==> src/rtl/fifo_rd_stream_if.sv <==
// Valid/ready word stream carried out of the FIFO read drain stage.
interface fifo_rd_stream_if #(
   parameter int DATA_WIDTH = 16
) ();
   logic                  m_valid;
   logic                  m_ready;
   logic [DATA_WIDTH-1:0] m_data;

   modport master (output m_valid, output m_data, input m_ready);
   modport slave  (input m_valid, input m_data, output m_ready);
endinterface

==> src/rtl/fifo_rd_stream.sv <==
// Read-side drain stage: issues FIFO reads, buffers up to two words, streams them out, supports flush.
// Optional statistics counters are enabled with the FIFO_RD_STREAM_STATS_EN macro.
module fifo_rd_stream #(
   parameter int DATA_WIDTH = 16
) (
   input  logic                  clk,
   input  logic                  rst_n,
   input  logic                  fifo_empty,
   input  logic [DATA_WIDTH-1:0] fifo_data_out,
   output logic                  fifo_rd_en,
   fifo_rd_stream_if.master      m,
   input  logic                  flush,
   output logic                  flush_done,
   output logic                  busy
`ifdef FIFO_RD_STREAM_STATS_EN
   ,
   output logic [31:0]           stat_words,
   output logic [31:0]           stat_stalls
`endif
);

   typedef enum logic [1:0] {IDLE, RUN, FLUSH} state_t;

   state_t                state;
   logic [1:0]            occ;
   logic                  head;
   logic                  inflight;
   logic [DATA_WIDTH-1:0] obuf [2];
   logic                  pop;

   assign m.m_valid = (occ != 2'd0) && (state != FLUSH);
   assign m.m_data  = obuf[head];
   assign pop       = m.m_valid && m.m_ready;
   assign busy      = (state != IDLE);

   // Reserve a buffer slot for every word already read or being read, so captures are never dropped.
   always_comb begin
      fifo_rd_en = 1'b0;
      if (rst_n) begin
         if (state == FLUSH)
            fifo_rd_en = !fifo_empty;
         else
            fifo_rd_en = !fifo_empty &&
                         (({1'b0, occ} + {2'b00, inflight}) < (3'd2 + {2'b00, pop}));
      end
   end

   always_ff @(posedge clk or negedge rst_n) begin
      if (!rst_n) begin
         state      <= IDLE;
         occ        <= 2'd0;
         head       <= 1'b0;
         inflight   <= 1'b0;
         flush_done <= 1'b0;
         obuf[0]    <= '0;
         obuf[1]    <= '0;
      end else begin
         inflight   <= fifo_rd_en;
         flush_done <= 1'b0;
         case (state)
            FLUSH: begin
               if (fifo_empty && !inflight) begin
                  flush_done <= 1'b1;
                  state      <= IDLE;
               end
            end
            default: begin
               if (flush) begin
                  // flush wins over a same-cycle pop or capture
                  occ   <= 2'd0;
                  state <= FLUSH;
               end else begin
                  // an outstanding read implies occ <= 1, so the tail is head ^ occ[0]
                  if (inflight)
                     obuf[head ^ occ[0]] <= fifo_data_out;
                  if (pop)
                     head <= ~head;
                  occ <= occ + {1'b0, inflight} - {1'b0, pop};
                  if (state == IDLE) begin
                     if (fifo_rd_en)
                        state <= RUN;
                  end else if ((occ == 2'd0) && !inflight && !fifo_rd_en) begin
                     state <= IDLE;
                  end
               end
            end
         endcase
      end
   end

`ifdef FIFO_RD_STREAM_STATS_EN
   always_ff @(posedge clk or negedge rst_n) begin
      if (!rst_n) begin
         stat_words  <= 32'd0;
         stat_stalls <= 32'd0;
      end else if (state != FLUSH) begin
         if (pop && (stat_words != 32'hFFFF_FFFF))
            stat_words <= stat_words + 32'd1;
         if (m.m_valid && !m.m_ready && (stat_stalls != 32'hFFFF_FFFF))
            stat_stalls <= stat_stalls + 32'd1;
      end
   end
`endif

endmodule

==> src/flat_wrapper.sv <==
// flat-port wrapper written by rule: the top's interface ports become plain ports
module fifo_rd_stream_flat 
#(
   parameter int DATA_WIDTH = 16
)
  (clk, rst_n, fifo_empty, fifo_data_out, fifo_rd_en, flush, flush_done, busy, m_m_valid, m_m_data, m_m_ready);
  fifo_rd_stream_if #(.DATA_WIDTH(DATA_WIDTH)) m_i ();
  input  logic clk;
  input  logic rst_n;
  input  logic fifo_empty;
  input  logic [DATA_WIDTH-1:0] fifo_data_out;
  output logic fifo_rd_en;
  input  logic flush;
  output logic flush_done;
  output logic busy;
  output wire logic [$bits(m_i.m_valid)-1:0] m_m_valid;
  output wire logic [$bits(m_i.m_data)-1:0] m_m_data;
  input wire logic [$bits(m_i.m_ready)-1:0] m_m_ready;
  assign m_m_valid = m_i.m_valid;
  assign m_m_data = m_i.m_data;
  assign m_i.m_ready = m_m_ready;
  fifo_rd_stream #(.DATA_WIDTH(DATA_WIDTH)) u_core (.clk(clk), .rst_n(rst_n), .fifo_empty(fifo_empty), .fifo_data_out(fifo_data_out), .fifo_rd_en(fifo_rd_en), .m(m_i), .flush(flush), .flush_done(flush_done), .busy(busy));
endmodule
==> config.mk <==
export PLATFORM = sky130hd
export DESIGN_NAME = fifo_rd_stream_flat
export DESIGN_NICKNAME = d
export VERILOG_FILES = /design/src/rtl/fifo_rd_stream_if.sv /design/src/rtl/fifo_rd_stream.sv /design/src/flat_wrapper.sv
export SDC_FILE = /design/constraint.sdc
export NUM_CORES = 1
export LEC_CHECK = 0
export BUFFER_PORTS_ARGS = -buffer_cell sky130_fd_sc_hd__buf_4
export CAP_MARGIN = 20
export CORE_MARGIN = 8
export CORE_UTILIZATION = 57
export CTS_CLUSTER_SIZE = 16
export DETAILED_ROUTE_END_ITERATION = 16
export GPL_TIMING_DRIVEN = 1
export PLACE_DENSITY = 0.83
export SYNTH_ARGS = -nofsm -noshare
export SYNTH_HDL_FRONTEND = slang
export SYNTH_SLANG_ARGS = --single-unit
==> constraint.sdc <==
create_clock -name clk -period 4 [get_ports clk]
set_input_delay 0.4 -clock clk [delete_from_list [all_inputs] [get_ports clk]]
set_output_delay 0.4 -clock clk [all_outputs]
set_load 0.02 [all_outputs]
=== After elaboration in Yosys (flattened, before gate mapping) ===
Index checks and enable logic that the tools add are counted.

* Bits in registers: 39
* Latch bits: 0
* Bits in writable memories: 0
* Bits in read-only memories: 0
* Bits of input ports: 21
* Memories: 0

* Add/subtract/negate cells: 4
* $mul: 0
* Div/mod/pow operators: 0
* Order comparisons: 4
* Equality and inequality tests: 4
* Shift-type cells: 0
* Multiplexer cells: 17
* Bitwise operators: 6
* Reduce and logical (&&, ||, !) cells: 18

{| class="wikitable"
|+ Operators with widths
! operator !! number
|-
| 16-bit 2-to-1 mux || 4
|-
| 32-bit bitwise mux || 1
|-
| 16-bit demux with 1-bit select || 1
|-
| 2-bit 2-to-1 mux || 7
|-
| 3-bit AND reduction || 3
|-
| 1-bit logical AND || 7
|-
| 2-bit greater-or-equal comparator, second input constant || 2
|-
| 2-bit logical NOT || 2
|-
| 1-bit 2-to-1 mux || 4
|-
| 2-bit != test, second input constant || 2
|-
| 4-bit by 2-bit != test with 1-bit output, second input constant || 1
|-
| 1-bit NOT with 2-bit output || 2
|-
| 2-bit nonzero test || 2
|-
| 4-bit nonzero test || 1
|-
| 2-bit by 1-bit adder with 3-bit output || 1
|-
| 2-bit by 1-bit adder with 3-bit output, first input constant || 1
|-
| 1-bit logical NOT || 3
|-
| 3-bit < comparator || 1
|-
| 1-bit NOT || 3
|-
| 2-bit by 1-bit adder with 2-bit output || 1
|-
| 2-bit equality test, second input constant || 1
|-
| 2-bit by 1-bit < comparator with 1-bit output, second input constant || 1
|-
| 2-bit by 1-bit subtractor with 2-bit output || 1
|-
| 1-bit bitwise XOR || 1
|}

=== Longest topological paths before layout ===
* Word-level depth: 14
* Depth in mapped cells: 9
* Gate-level depth less buffers: 8

=== Least setup slack after synthesis ===
Ideal clock, no wire load.

* Path kind: register to register
* Start: register u_core.state[0]
* End: register u_core.occ[1]
* Arrival time: 2.028 ns
* Setup slack: 1.890 ns
* Cell stages (with the launch flop): 10
* Path buffers: 1
* Cell sequence: dfrtp_1 -> and2b_1 -> clkbuf_1 -> nor2_1 -> ha_1 -> inv_1 -> ha_1 -> xnor2_1 -> or4_1 -> o21ai_0

* Longest elaborated chain between the ends: 5
* Elaborated cells between the ends (all ways): 6
* Classes of those cells: add/sub (1); eq/ne (2); mux (1); reduce/logical (2)

{| class="wikitable"
|+ Ends and longest elaborated chain
! what !! line !! text
|-
| start: declaration || fifo_rd_stream.sv:24 || <nowiki>state_t state;</nowiki>
|-
| start signal: assignment || fifo_rd_stream.sv:50 || <nowiki>state <= IDLE;</nowiki>
|-
| start signal: assignment || fifo_rd_stream.sv:64 || <nowiki>state <= IDLE;</nowiki>
|-
| start signal: assignment || fifo_rd_stream.sv:71 || <nowiki>state <= FLUSH;</nowiki>
|-
| 2-bit != test || fifo_rd_stream.sv:31 || <nowiki>assign m.m_valid = (occ != 2'd0) && (state != FLUSH);</nowiki>
|-
| 1-bit logical AND || fifo_rd_stream.sv:31 ||
|-
| 1-bit logical AND || fifo_rd_stream.sv:33 || <nowiki>assign pop = m.m_valid && m.m_ready;</nowiki>
|-
| 2-bit by 1-bit subtractor with 2-bit output || fifo_rd_stream.sv:78 || <nowiki>occ <= occ + {1'b0, inflight} - {1'b0, pop};</nowiki>
|-
| 2-bit 2-to-1 mux || fifo_rd_stream.sv:68 || <nowiki>if (flush) begin</nowiki>
|-
| end signal: assignment || fifo_rd_stream.sv:78 ||
|-
| end: declaration || fifo_rd_stream.sv:25 || <nowiki>logic [1:0] occ;</nowiki>
|}

Several ways; a longest one is shown, not always the timed one.
A chain may end at the register's enable or synchronous reset.

=== Worst setup path after layout ===
* Start: register u_core.head
* End: register u_core.obuf[0] (netlist name)

* Longest elaborated chain between the ends: 7
* Elaborated cells between the ends (all ways): 8
* Classes of those cells: order compare (2); mux (3); bitwise (2); reduce/logical (1)

{| class="wikitable"
|+ Ends and longest elaborated chain
! what !! line !! text
|-
| start: declaration || fifo_rd_stream.sv:26 || <nowiki>logic head;</nowiki>
|-
| start signal: assignment || fifo_rd_stream.sv:77 || <nowiki>head <= ~head;</nowiki>
|-
| 1-bit bitwise XOR (*) || fifo_rd_stream.sv:75 || <nowiki>obuf[head ^ occ[0]] <= fifo_data_out;</nowiki>
|-
| 1-bit NOT with 2-bit output (implied by the code) (*) || fifo_rd_stream.sv:75 ||
|-
| 2-bit greater-or-equal comparator (implied by the code) or 2-bit by 1-bit < comparator with 1-bit output (tied branches) || fifo_rd_stream.sv:75 ||
|-
| 1-bit logical AND (implied by the code) || fifo_rd_stream.sv:75 ||
|-
| 16-bit 2-to-1 mux (implied by the code) || fifo_rd_stream.sv:75 ||
|-
| 16-bit demux with 1-bit select (*) || fifo_rd_stream.sv:75 ||
|-
| 32-bit bitwise mux (*) || fifo_rd_stream.sv:75 ||
|-
| end signal: indexed assignment || fifo_rd_stream.sv:75 ||
|-
| end: declaration || fifo_rd_stream.sv:28 || <nowiki>logic [DATA_WIDTH-1:0] obuf [2];</nowiki>
|}

Every way passes the cells marked *; elsewhere a longest branch is shown, timed or not.

==> metrics.md <==
| Metric | Value |
|---|---|
| Status | finished, violations left |
| Failing checks | negative hold slack |
| TritonRoute pass-1 iters | 4 |
| RSZ-0062 raised after global routing | no |
| Chip Width | 72.8 um |
| Post-synth EDFFs | 0 |
| Slowest cell delay on critical path | 880 ps |
| FMAX | 0.398 GHz |
| Worst-Margin Slew | 1020 ps |
| Cts repair resizes | 0 |
| Final TNS setup | 0 ps |
| Clock slew at reported path FFs | 120 ps |
| Net count, final | 197 |
| Post-route DRC | 0 |
| Startpoint types | register |
| CP max FO | 18 |
| Max VDD drop | 0.494 mV |
| Yosys top cell by area | dfrtp_1 |
| Hold_buf cts | 0 |
| Pleak | 1.05 nW |
| Metal3 WL | 282 um |
| TritonCTS buffer count | 5 |
| Register area share after synthesis | 53.1% |
| Max-slew violations | 0 |
| Worst min path class | input port to asynchronous set/reset pin |
| CTS tree | yes |
| Detailed-placement wirelength estimate | 2.54 mm |
| Row count | 20 |
| # diodes | 0 |
| Final Setup Violations | 0 |
| Syn_nets | 157 |
| Main flop type after synthesis | dfrtp_1 |
| Clock Skews | 7.08 ps |
| Synth top cells by count | mux2_2 (48), dfrtp_1 (39), ha_1 (4), inv_1 (4) |
| Via/cell ratio | 5.29 |
| Syn avg cell area | 13.9 um^2 |
| Global Route Usage Sum | 14.5% |
| Grt ovf | 0 |
| Avg WL per Cell | 16.9 um |
| Crit-path cells | xnor2_1 > nor4b_4 > mux2_2 |
| Remaining antenna violation count after routing | 0 |
| Share of layout cells above drive strength 1 | 57.2% |
| Worst setup path class | register to register |
| PwrDens | 836 nW/um^2 |
| Max capacitance violation total | 0 |
| Worst EP arrival | 2750 ps |
| Post-CTS Setup Bufs | 0 |
| DRT Wirelength | 3.66 mm |
| Number of global-route vias before repair | 1242 |
| Count leader, synth | mux2_2 |
| Syn. warnings | 0 |
| Htree depth | 2 |
| Worst EP required | 4240 ps |
| GPL Wtd Cong | 0.816 |
| Synth area leaders | dfrtp_1 (53%), mux2_2 (29%), ha_1 (2.7%) |
| Clock root buffer | clkbuf_4 |
| DR top layer | met4 |
| Met2 WL | 1.74 mm |
| Clock buffer depth | 2 |
| Synth top area share | 53.1% |
| Core area | 3050 um^2 |
| Final Hold Fails | 2 |
| Yosys cell types | 26 |
| Pin count of the biggest net entering global routing | 41 |
| First-pass GRT wire length | 5.90 mm |
| Ratio of final minimum period to clock period | 62.8% |
| Port-buffer cells | 40 |
| Skew-Pair Late Insertion Delay | 350 ps |
| Async SR Flop Fraction | 100% |
| Post-Syn Area | 1840 um^2 |
| Synth Instances | 132 |
| CP max stage cell | nor4b_4 |
| Initial Utilization | 60.2% |
| CP Capture Type | register |
| Initial antenna violation count | 0 |
| Total Die Area | 5300 um^2 |
| Final Util | 73.1% |
| Synth Register Bits | 39 |
| Die H | 72.8 um |
| Tot Pwr | 1.87 mW |
| Fin Hold WS | -0.737 ps |
| PnR worst setup slack | 1490 ps |
| IO Count | 41 |
| Min cycle time layout | 2510 ps |
| Slew HR | 31.6% |
| Vias | 1148 |
| 1st-iter DRT viols | 63 |
| Wl on met1 | 1.61 mm |
| Area delta synth->final | 21.4% |
| CTS Sinks | 39 |
| Pre-CTS setup slack | 1450 ps |
-- report_power, final --
part	switching [mW]	internal, mW	leakage, nW
logic	0.400	0.471	0.514
registers	0.138	0.575	0.485
clock network	0.134	0.148	0.0482
total	0.673	1.19	1.05
-- layer usage --
metal  track usage (%)  vias up
met5                 0        -
met4              5.11        0
met3              6.87        5
met2              22.8       35
met1              16.9      565
li1                  -      543
-- cells by family (layout without fill, tap and decap cells) --
| kind of cell | after synthesis | count (layout) | share of synthesized area, % |
|---|---|---|---|
| compound gates | 10 | 10 | 3.47 |
| xor+xnor | 3 | 3 | 1.43 |
| fa+ha+maj | 4 | 4 | 2.72 |
| buf+inv | 11 | 52 | 3.47 |
| flops | 39 | 39 | 53.1 |
| mux | 48 | 48 | 29.4 |
| simple gates | 17 | 17 | 6.46 |
-- registers in the layout, summed over array words and instances (netlist names) --
| register | cells |
|---|---|
| u_core.flush_done | 1 |
| u_core.state | 2 |
| u_core.occ | 2 |
| u_core.obuf | 32 |
| u_core.head | 1 |
| u_core.inflight | 1 |
-- worst paths after layout --
kind                       slack (ps)             from               to  depth (start not counted)
setup / recovery                 1490      u_core.head   u_core.obuf[0]                          3
setup reg to reg                 1490      u_core.head   u_core.obuf[0]                          3
max in group asynchronous        3660            rst_n   u_core.obuf[0]                          1
min in group clk                  270            flush  u_core.state[0]                          2
hold reg to reg                   520  u_core.obuf[18]  u_core.obuf[18]                          1
hold / removal                   -0.7            rst_n  u_core.state[1]                          1
-- placed cells by master (no fill, tap or decap) --
master     count
dfrtp_1       39
nand2b_1       1
nor3_1         2
o21bai_1       2
ha_1           4
xor2_1         1
and2_1         1
o21ai_0        3
nor2_1         2
o2bb2ai_1      1
and4bb_2       1
clkinv_2       1
nor2b_1        2
clkbuf_4       5
clkbuf_8       1
nor4b_4        1
buf_4         40
mux2_2        48
xnor2_1        2
bufinv_16      1
nand2_1        3
a21oi_1        2
or2_2          1
and2b_1        1
a31oi_1        1
a311oi_1       1
inv_1          4
or4_1          2
-- worst max-delay path: cells and delay by family, from the launching register on --
| kind | cells | cell delay [ps] |
|---|---|---|
| AND/OR/NAND/NOR | 1 | 880 |
| multiplexers | 1 | 420 |
| flip-flops | 1 | 870 |
| XOR/XNOR | 1 | 230 |
-- final cells by class --
class | instances | area, um^2
Sequential cell | 39 | 976
Fill cell | 214 | 821
Multi-Input combinational cell | 82 | 800
Timing Repair Buffer | 40 | 300
Tap cell | 44 | 55.1
Clock buffer | 6 | 51.3
Clock inverter | 2 | 35.0
Inverter | 4 | 15.0
-- metrics by stage --
step                      std cells  area [um^2]
after floorplan                 132         1840
after global placement          209         2150
after detailed placement        209         2150
after CTS                       217         2230
after global routing            217         2230
final                           217         2230
(Power assumes the default switching activity.)
